## src/rtl/sap1_pkg.sv

```systemverilog
// Shared definitions for the SAP-1 control sequencer: opcodes, T-states,
// control-word bit positions and the packed control-word type.
package sap1_pkg;

  // Opcode values carried in IR[7:4]
  localparam logic [3:0] OP_LDA = 4'h0;
  localparam logic [3:0] OP_ADD = 4'h1;
  localparam logic [3:0] OP_SUB = 4'h2;
  localparam logic [3:0] OP_JMP = 4'h3;
  localparam logic [3:0] OP_JC  = 4'h4;
  localparam logic [3:0] OP_JZ  = 4'h5;
  localparam logic [3:0] OP_OUT = 4'hE;
  localparam logic [3:0] OP_HLT = 4'hF;

  // T-state encodings (T1 is the first fetch step)
  localparam logic [2:0] T1 = 3'd0;
  localparam logic [2:0] T2 = 3'd1;
  localparam logic [2:0] T3 = 3'd2;
  localparam logic [2:0] T4 = 3'd3;
  localparam logic [2:0] T5 = 3'd4;

  // Control-word bit positions
  localparam int CW_PC_OUT     = 0;
  localparam int CW_RAM_OUT    = 1;
  localparam int CW_IR_OUT     = 2;
  localparam int CW_A_OUT      = 3;
  localparam int CW_ALU_OUT    = 4;
  localparam int CW_MAR_LOAD   = 5;
  localparam int CW_IR_LOAD    = 6;
  localparam int CW_A_LOAD     = 7;
  localparam int CW_B_LOAD     = 8;
  localparam int CW_OUT_LOAD   = 9;
  localparam int CW_FLAGS_LOAD = 10;
  localparam int CW_PC_LOAD    = 11;
  localparam int CW_PC_INC     = 12;
  localparam int CW_ALU_SUB    = 13;
  localparam int CW_WIDTH      = 14;

  typedef logic [CW_WIDTH-1:0] ctrl_word_t;

endpackage : sap1_pkg

```

## src/rtl/sap1_microcode_rom.sv

```systemverilog
// Combinational microcode: maps {opcode, step, carry, zero} to the control
// word for that step, plus whether it is the instruction's last step and
// whether leaving it enters the halted state.
module sap1_microcode_rom
  import sap1_pkg::*;
#(
  parameter int OPCODE_WIDTH = 4,
  parameter int STEP_WIDTH   = 3
) (
  input  logic [OPCODE_WIDTH-1:0] i_opcode,
  input  logic [STEP_WIDTH-1:0]   i_step,
  input  logic                    i_flag_carry,
  input  logic                    i_flag_zero,
  output ctrl_word_t              o_ctrl,
  output logic                    o_last_step,
  output logic                    o_halt
);

  // Decode the current step of the current instruction into control bits
  always_comb begin
    o_ctrl      = '0;
    o_last_step = 1'b0;
    o_halt      = 1'b0;
    case (i_step)
      STEP_WIDTH'(T1): begin
        o_ctrl[CW_PC_OUT]   = 1'b1;
        o_ctrl[CW_MAR_LOAD] = 1'b1;
      end
      STEP_WIDTH'(T2): begin
        o_ctrl[CW_RAM_OUT] = 1'b1;
        o_ctrl[CW_IR_LOAD] = 1'b1;
        o_ctrl[CW_PC_INC]  = 1'b1;
      end
      STEP_WIDTH'(T3): begin
        case (i_opcode)
          OPCODE_WIDTH'(OP_LDA), OPCODE_WIDTH'(OP_ADD), OPCODE_WIDTH'(OP_SUB): begin
            o_ctrl[CW_IR_OUT]   = 1'b1;
            o_ctrl[CW_MAR_LOAD] = 1'b1;
          end
          OPCODE_WIDTH'(OP_JMP): begin
            o_ctrl[CW_IR_OUT]  = 1'b1;
            o_ctrl[CW_PC_LOAD] = 1'b1;
            o_last_step        = 1'b1;
          end
          OPCODE_WIDTH'(OP_JC): begin
            if (i_flag_carry) begin
              o_ctrl[CW_IR_OUT]  = 1'b1;
              o_ctrl[CW_PC_LOAD] = 1'b1;
            end else begin
              o_ctrl = '0;
            end
            o_last_step = 1'b1;
          end
          OPCODE_WIDTH'(OP_JZ): begin
            if (i_flag_zero) begin
              o_ctrl[CW_IR_OUT]  = 1'b1;
              o_ctrl[CW_PC_LOAD] = 1'b1;
            end else begin
              o_ctrl = '0;
            end
            o_last_step = 1'b1;
          end
          OPCODE_WIDTH'(OP_OUT): begin
            o_ctrl[CW_A_OUT]    = 1'b1;
            o_ctrl[CW_OUT_LOAD] = 1'b1;
            o_last_step         = 1'b1;
          end
          OPCODE_WIDTH'(OP_HLT): begin
            o_last_step = 1'b1;
            o_halt      = 1'b1;
          end
          default: begin
            o_last_step = 1'b1;
          end
        endcase
      end
      STEP_WIDTH'(T4): begin
        case (i_opcode)
          OPCODE_WIDTH'(OP_LDA): begin
            o_ctrl[CW_RAM_OUT] = 1'b1;
            o_ctrl[CW_A_LOAD]  = 1'b1;
            o_last_step        = 1'b1;
          end
          OPCODE_WIDTH'(OP_ADD), OPCODE_WIDTH'(OP_SUB): begin
            o_ctrl[CW_RAM_OUT] = 1'b1;
            o_ctrl[CW_B_LOAD]  = 1'b1;
          end
          default: begin
            // Short instructions never reach T4; recover to fetch.
            o_last_step = 1'b1;
          end
        endcase
      end
      STEP_WIDTH'(T5): begin
        case (i_opcode)
          OPCODE_WIDTH'(OP_ADD): begin
            o_ctrl[CW_ALU_OUT]    = 1'b1;
            o_ctrl[CW_A_LOAD]     = 1'b1;
            o_ctrl[CW_FLAGS_LOAD] = 1'b1;
          end
          OPCODE_WIDTH'(OP_SUB): begin
            o_ctrl[CW_ALU_OUT]    = 1'b1;
            o_ctrl[CW_A_LOAD]     = 1'b1;
            o_ctrl[CW_FLAGS_LOAD] = 1'b1;
            o_ctrl[CW_ALU_SUB]    = 1'b1;
          end
          default: begin
            o_ctrl = '0;
          end
        endcase
        // T5 is always the end, so the counter can never pass it.
        o_last_step = 1'b1;
      end
      default: begin
        // Unreachable step codes fall back to fetch with no controls.
        o_last_step = 1'b1;
      end
    endcase
  end

endmodule : sap1_microcode_rom

```

## src/rtl/sap1_control_sequencer.sv

```systemverilog
// SAP-1 control sequencer top: T-state counter, halted bit, reset masking
// of the microcode outputs and unpacking into individual control lines.
module sap1_control_sequencer
  import sap1_pkg::*;
#(
  parameter int OPCODE_WIDTH = 4,
  parameter int STEP_WIDTH   = 3
) (
  input  logic                    mclk,
  input  logic                    mrst_n,
  input  logic                    mclk_en,
  input  logic [OPCODE_WIDTH-1:0] i_opcode,
  input  logic                    i_flag_carry,
  input  logic                    i_flag_zero,
  output logic                    o_pc_out,
  output logic                    o_ram_out,
  output logic                    o_ir_out,
  output logic                    o_a_out,
  output logic                    o_alu_out,
  output logic                    o_mar_load,
  output logic                    o_ir_load,
  output logic                    o_a_load,
  output logic                    o_b_load,
  output logic                    o_out_load,
  output logic                    o_flags_load,
  output logic                    o_pc_load,
  output logic                    o_pc_inc,
  output logic                    o_alu_sub,
  output logic                    o_halted,
  output logic [STEP_WIDTH-1:0]   o_step
);

  logic [STEP_WIDTH-1:0] step_q, step_d;
  logic                  halted_q, halted_d;
  ctrl_word_t            rom_ctrl_s;
  logic                  rom_last_s;
  logic                  rom_halt_s;
  ctrl_word_t            ctrl_s;

  sap1_microcode_rom #(
    .OPCODE_WIDTH (OPCODE_WIDTH),
    .STEP_WIDTH   (STEP_WIDTH)
  ) u_rom (
    .i_opcode     (i_opcode),
    .i_step       (step_q),
    .i_flag_carry (i_flag_carry),
    .i_flag_zero  (i_flag_zero),
    .o_ctrl       (rom_ctrl_s),
    .o_last_step  (rom_last_s),
    .o_halt       (rom_halt_s)
  );

  // Next step/halted: halted parks at T1, otherwise advance or wrap on enabled edges
  always_comb begin
    step_d   = step_q;
    halted_d = halted_q;
    if (halted_q) begin
      step_d   = STEP_WIDTH'(T1);
      halted_d = 1'b1;
    end else if (mclk_en) begin
      if (rom_last_s) begin
        step_d   = STEP_WIDTH'(T1);
        halted_d = rom_halt_s;
      end else begin
        step_d   = step_q + STEP_WIDTH'(1);
        halted_d = 1'b0;
      end
    end else begin
      step_d   = step_q;
      halted_d = halted_q;
    end
  end

  // State register with synchronous active-low reset that overrides the enable
  always_ff @(posedge mclk) begin
    if (!mrst_n) begin
      step_q   <= STEP_WIDTH'(T1);
      halted_q <= 1'b0;
    end else begin
      step_q   <= step_d;
      halted_q <= halted_d;
    end
  end

  // Controls are silenced while in reset and while halted
  always_comb begin
    ctrl_s = '0;
    if (mrst_n && !halted_q) begin
      ctrl_s = rom_ctrl_s;
    end else begin
      ctrl_s = '0;
    end
  end

  assign o_pc_out     = ctrl_s[CW_PC_OUT];
  assign o_ram_out    = ctrl_s[CW_RAM_OUT];
  assign o_ir_out     = ctrl_s[CW_IR_OUT];
  assign o_a_out      = ctrl_s[CW_A_OUT];
  assign o_alu_out    = ctrl_s[CW_ALU_OUT];
  assign o_mar_load   = ctrl_s[CW_MAR_LOAD];
  assign o_ir_load    = ctrl_s[CW_IR_LOAD];
  assign o_a_load     = ctrl_s[CW_A_LOAD];
  assign o_b_load     = ctrl_s[CW_B_LOAD];
  assign o_out_load   = ctrl_s[CW_OUT_LOAD];
  assign o_flags_load = ctrl_s[CW_FLAGS_LOAD];
  assign o_pc_load    = ctrl_s[CW_PC_LOAD];
  assign o_pc_inc     = ctrl_s[CW_PC_INC];
  assign o_alu_sub    = ctrl_s[CW_ALU_SUB];
  assign o_halted     = mrst_n & halted_q;
  assign o_step       = mrst_n ? step_q : '0;

endmodule : sap1_control_sequencer
```

## config.mk

```make
export PLATFORM = sky130hd
export DESIGN_NAME = sap1_control_sequencer
export DESIGN_NICKNAME = d
export VERILOG_FILES = /design/src/rtl/sap1_pkg.sv /design/src/rtl/sap1_microcode_rom.sv /design/src/rtl/sap1_control_sequencer.sv
export SDC_FILE = /design/constraint.sdc
export NUM_CORES = 1
export LEC_CHECK = 0
export BUFFER_PORTS_ARGS = -buffer_cell sky130_fd_sc_hd__buf_2
export CORE_AREA = 2 2 39 41
export CTS_CLUSTER_DIAMETER = 30
export DETAILED_ROUTE_END_ITERATION = 10
export DIE_AREA = 0 0 41 43
export PLACE_DENSITY_LB_ADDON = 0.1
export SYNTH_ARGS = -nofsm -noshare
export SYNTH_HDL_FRONTEND = slang
export SYNTH_SLANG_ARGS = --single-unit
```

## constraint.sdc

```tcl
create_clock -name mclk -period 2.91 [get_ports mclk]
set_clock_uncertainty 0.05 [all_clocks]
set_input_delay 0.1455 -clock mclk [delete_from_list [all_inputs] [get_ports mclk]]
set_output_delay 0.1455 -clock mclk [all_outputs]
set_load 0.03 [all_outputs]
```

==> results.py <==
metrics = {
    "power_and_ir_drop": {
        "finalPower_uw": 207.7,
        "power_density_mw_per_mm2": 313.2,
        "p_leak_uw": 0.0003469,
        "ir_drop_mv": 0.1961,
    },
    "die": {
        "dieArea_mm2": 0.001763,
        "ios": 27,
        "die_h_um": 43,
        "initial_core_util_pct": 37.07,
        "die_w_um": 41,
        "coreArea_mm2": 0.001384,
        "rows": 14,
    },
    "finish": {
        "fin_nets": 111,
        "drive_gt1_share_pct": 36.84,
        "areaGrowthSynthToFinish_pct": 29.27,
        "multiInputGateArea_um2": 387.9,
        "seq_area_um2": 80.08,
        "diodes": 0,
        "postLayoutCoreUtil_pct": 47.92,
        "layout_common_cells": "buf_2 (26), nand2_1 (9), nor2_1 (7)",
        "fill_cells": 159,
        "final_common_cell": "buf_2",
    },
    "routing": {
        "ant_nets": 0,
        "avgRoutedWirePerCell_um": 10.76,
        "vias": 553,
        "drtIter0Drc": 5,
        "viasPerCell": 4.982,
        "m1WireLength_um": 542,
        "routed-wl-met2_um": 582,
        "drt_wl_total_um": 1194,
        "drc": 0,
        "firstDrtPassIters": 6,
        "dr.max_layer_used": "met4",
        "wl_met3_um": 59,
    },
    "clock_network": {
        "cts_setup_buffers": 0,
        "ctsRootBufferMaster": "clkbuf_4",
        "clkLatencyLatePin_ns": 0.23,
        "postCtsHoldBufs": 0,
        "clockBufferDepth": 2,
        "cts_made_buffers": 3,
        "cts_resized": 0,
        "cts_tree": "done",
        "clock-sinks": 4,
        "path_clk_slew_ns": 0.04,
        "h-tree-depth": 1,
    },
    "global_routing": {
        "grtUsageTotal_pct": 15.76,
        "grt_max_degree": 11,
        "grt_pass1_wl_um": 1911,
        "grt_pass1_vias": 479,
        "grt_overflow": 0,
        "antenna_found_initial": 0,
    },
    "synth": {
        "synth-seq-cells": 4,
        "avgSynthCellArea_um2": 7.435,
        "yosysSeqAreaShare_pct": 15.61,
        "async_reset_ff_share_pct": 0,
        "synth_cells": 69,
        "synth_edf_count": 0,
        "synth_fp_nets": 83,
        "netlist_area_um2": 513.0,
        "ys.flop_type": "dfxtp_1",
        "synth_cell_types": 31,
        "yosys_warnings": 0,
    },
    "sta": {
        "fmax_ghz": 0.5443,
        "slew_viol_final": 0,
        "max_slew.worst_pin.slew_ns": 0.3593,
        "setup_viol": 0,
        "fin_crit_sh_pct": 63.14,
        "finalHoldViolCount": 0,
        "tns_ns": 0,
        "rsz0062_at_grt": "no",
        "min_period_ns": 1.837,
        "holdWs_ns": 0.1359,
        "slew_headroom_pct": 76.00,
        "fin_ws_ns": 1.073,
    },
    "critical_path": {
        "cp_data_arrival_time_ns": 1.64,
        "crit_path_end_kind": "output pin",
        "worstSetupPathType": "flop to output pin",
        "worstPathRequired_ns": 2.71,
        "cp_max_fo": 6,
        "start_kind": "flop",
    },
    "placed_design": {
        "gp_congestion": 0.8614,
        "place_ws_ns": 1.319,
        "port_buffers": 26,
        "hpwl_um": 999.5,
    },
    "hold_path": {
        "hold_path.class": "input port to flop",
    },
    "outcome": {
        "status": "complete, no violations",
    },
    "flow_run": {
        "maxCapViolations": 0,
    },
}
-- power by group --
| group | internal [µW] | switching, µW |
|---|---|---|
| Clock | 45.9 | 19.4 |
| Sequential | 58.3 | 4.58 |
| Combinational | 28.6 | 50.8 |
| Total | 133 | 74.8 |
-- path summary, 6_finish.rpt --
| path | start | end | slack, ns | cells past startpoint |
|---|---|---|---|---|
| hold / removal | mclk_en | step_q[2] | 0.14 | 2 |
| setup / recovery | step_q[0] | o_a_load | 1.07 | 6 |
| setup reg to reg | step_q[0] | step_q[2] | 1.40 | 4 |
| hold reg to reg | step_q[1] | step_q[1] | 0.47 | 2 |
-- synthesized netlist by cell type (all sizes together) (2+ instances only) --
master / number / area (µm²)
a21oi: 3 / 15.01
ha: 5 / 62.56
nor3b: 2 / 20.02
nor4: 2 / 12.51
dfxtp: 4 / 80.08
nand2b: 2 / 12.51
nand2: 9 / 33.78
a21boi: 2 / 15.02
and2: 6 / 37.54
inv: 6 / 22.52
nand3: 2 / 10.01
buf: 3 / 22.52
nor2: 7 / 26.28
-- stage by stage --
stage | cell area [µm²] | cells
6_report | 663.1 | 111
5_1_grt | 663.1 | 111
4_1_cts | 663.1 | 111
3_5_place_dp | 640.6 | 108
3_3_place_gp | 640.6 | 108
2_1_floorplan | 513.0 | 69
-- critical path, stage by stage, from the launching register on --
cell,delay [ns]
dfxtp_1,0.42
inv_1,0.10
ha_1,0.23
nand4b_1,0.17
a21boi_0,0.22
o22ai_1,0.10
buf_2,0.18
-- layer usage --
layer | up-vias | GRT usage (%)
li1 | 291 | -
met1 | 247 | 20.58
met4 | 0 | 10.00
met5 | - | 0
met2 | 13 | 23.44
met3 | 2 | 1.571
-- cells by family (layout without fill, tap and decap cells) --
family / after synthesis / in the layout / synth area share [%]
compound gates: 14 / 14 / 22.69
simple gates: 35 / 35 / 36.83
flops: 4 / 4 / 15.61
mux: 1 / 1 / 2.195
xor+xnor: 1 / 1 / 1.708
fa+ha+maj: 5 / 5 / 12.20
buf+inv: 9 / 35 / 8.780
-- area by class of cell --
cell class	instances	share of cell area [%]
clock buffers	3	3.396
inverters	6	3.396
repair buffers	26	19.62
flip-flops and latches	4	12.08
well taps	16	3.019
multi-input cells	56	58.49
-- flip-flops by register name, indices dropped and copies added (netlist names) --
| name | cells |
|---|---|
| step_q | 3 |
| halted_q | 1 |
No activity file was read; power rests on OpenSTA's default activity.
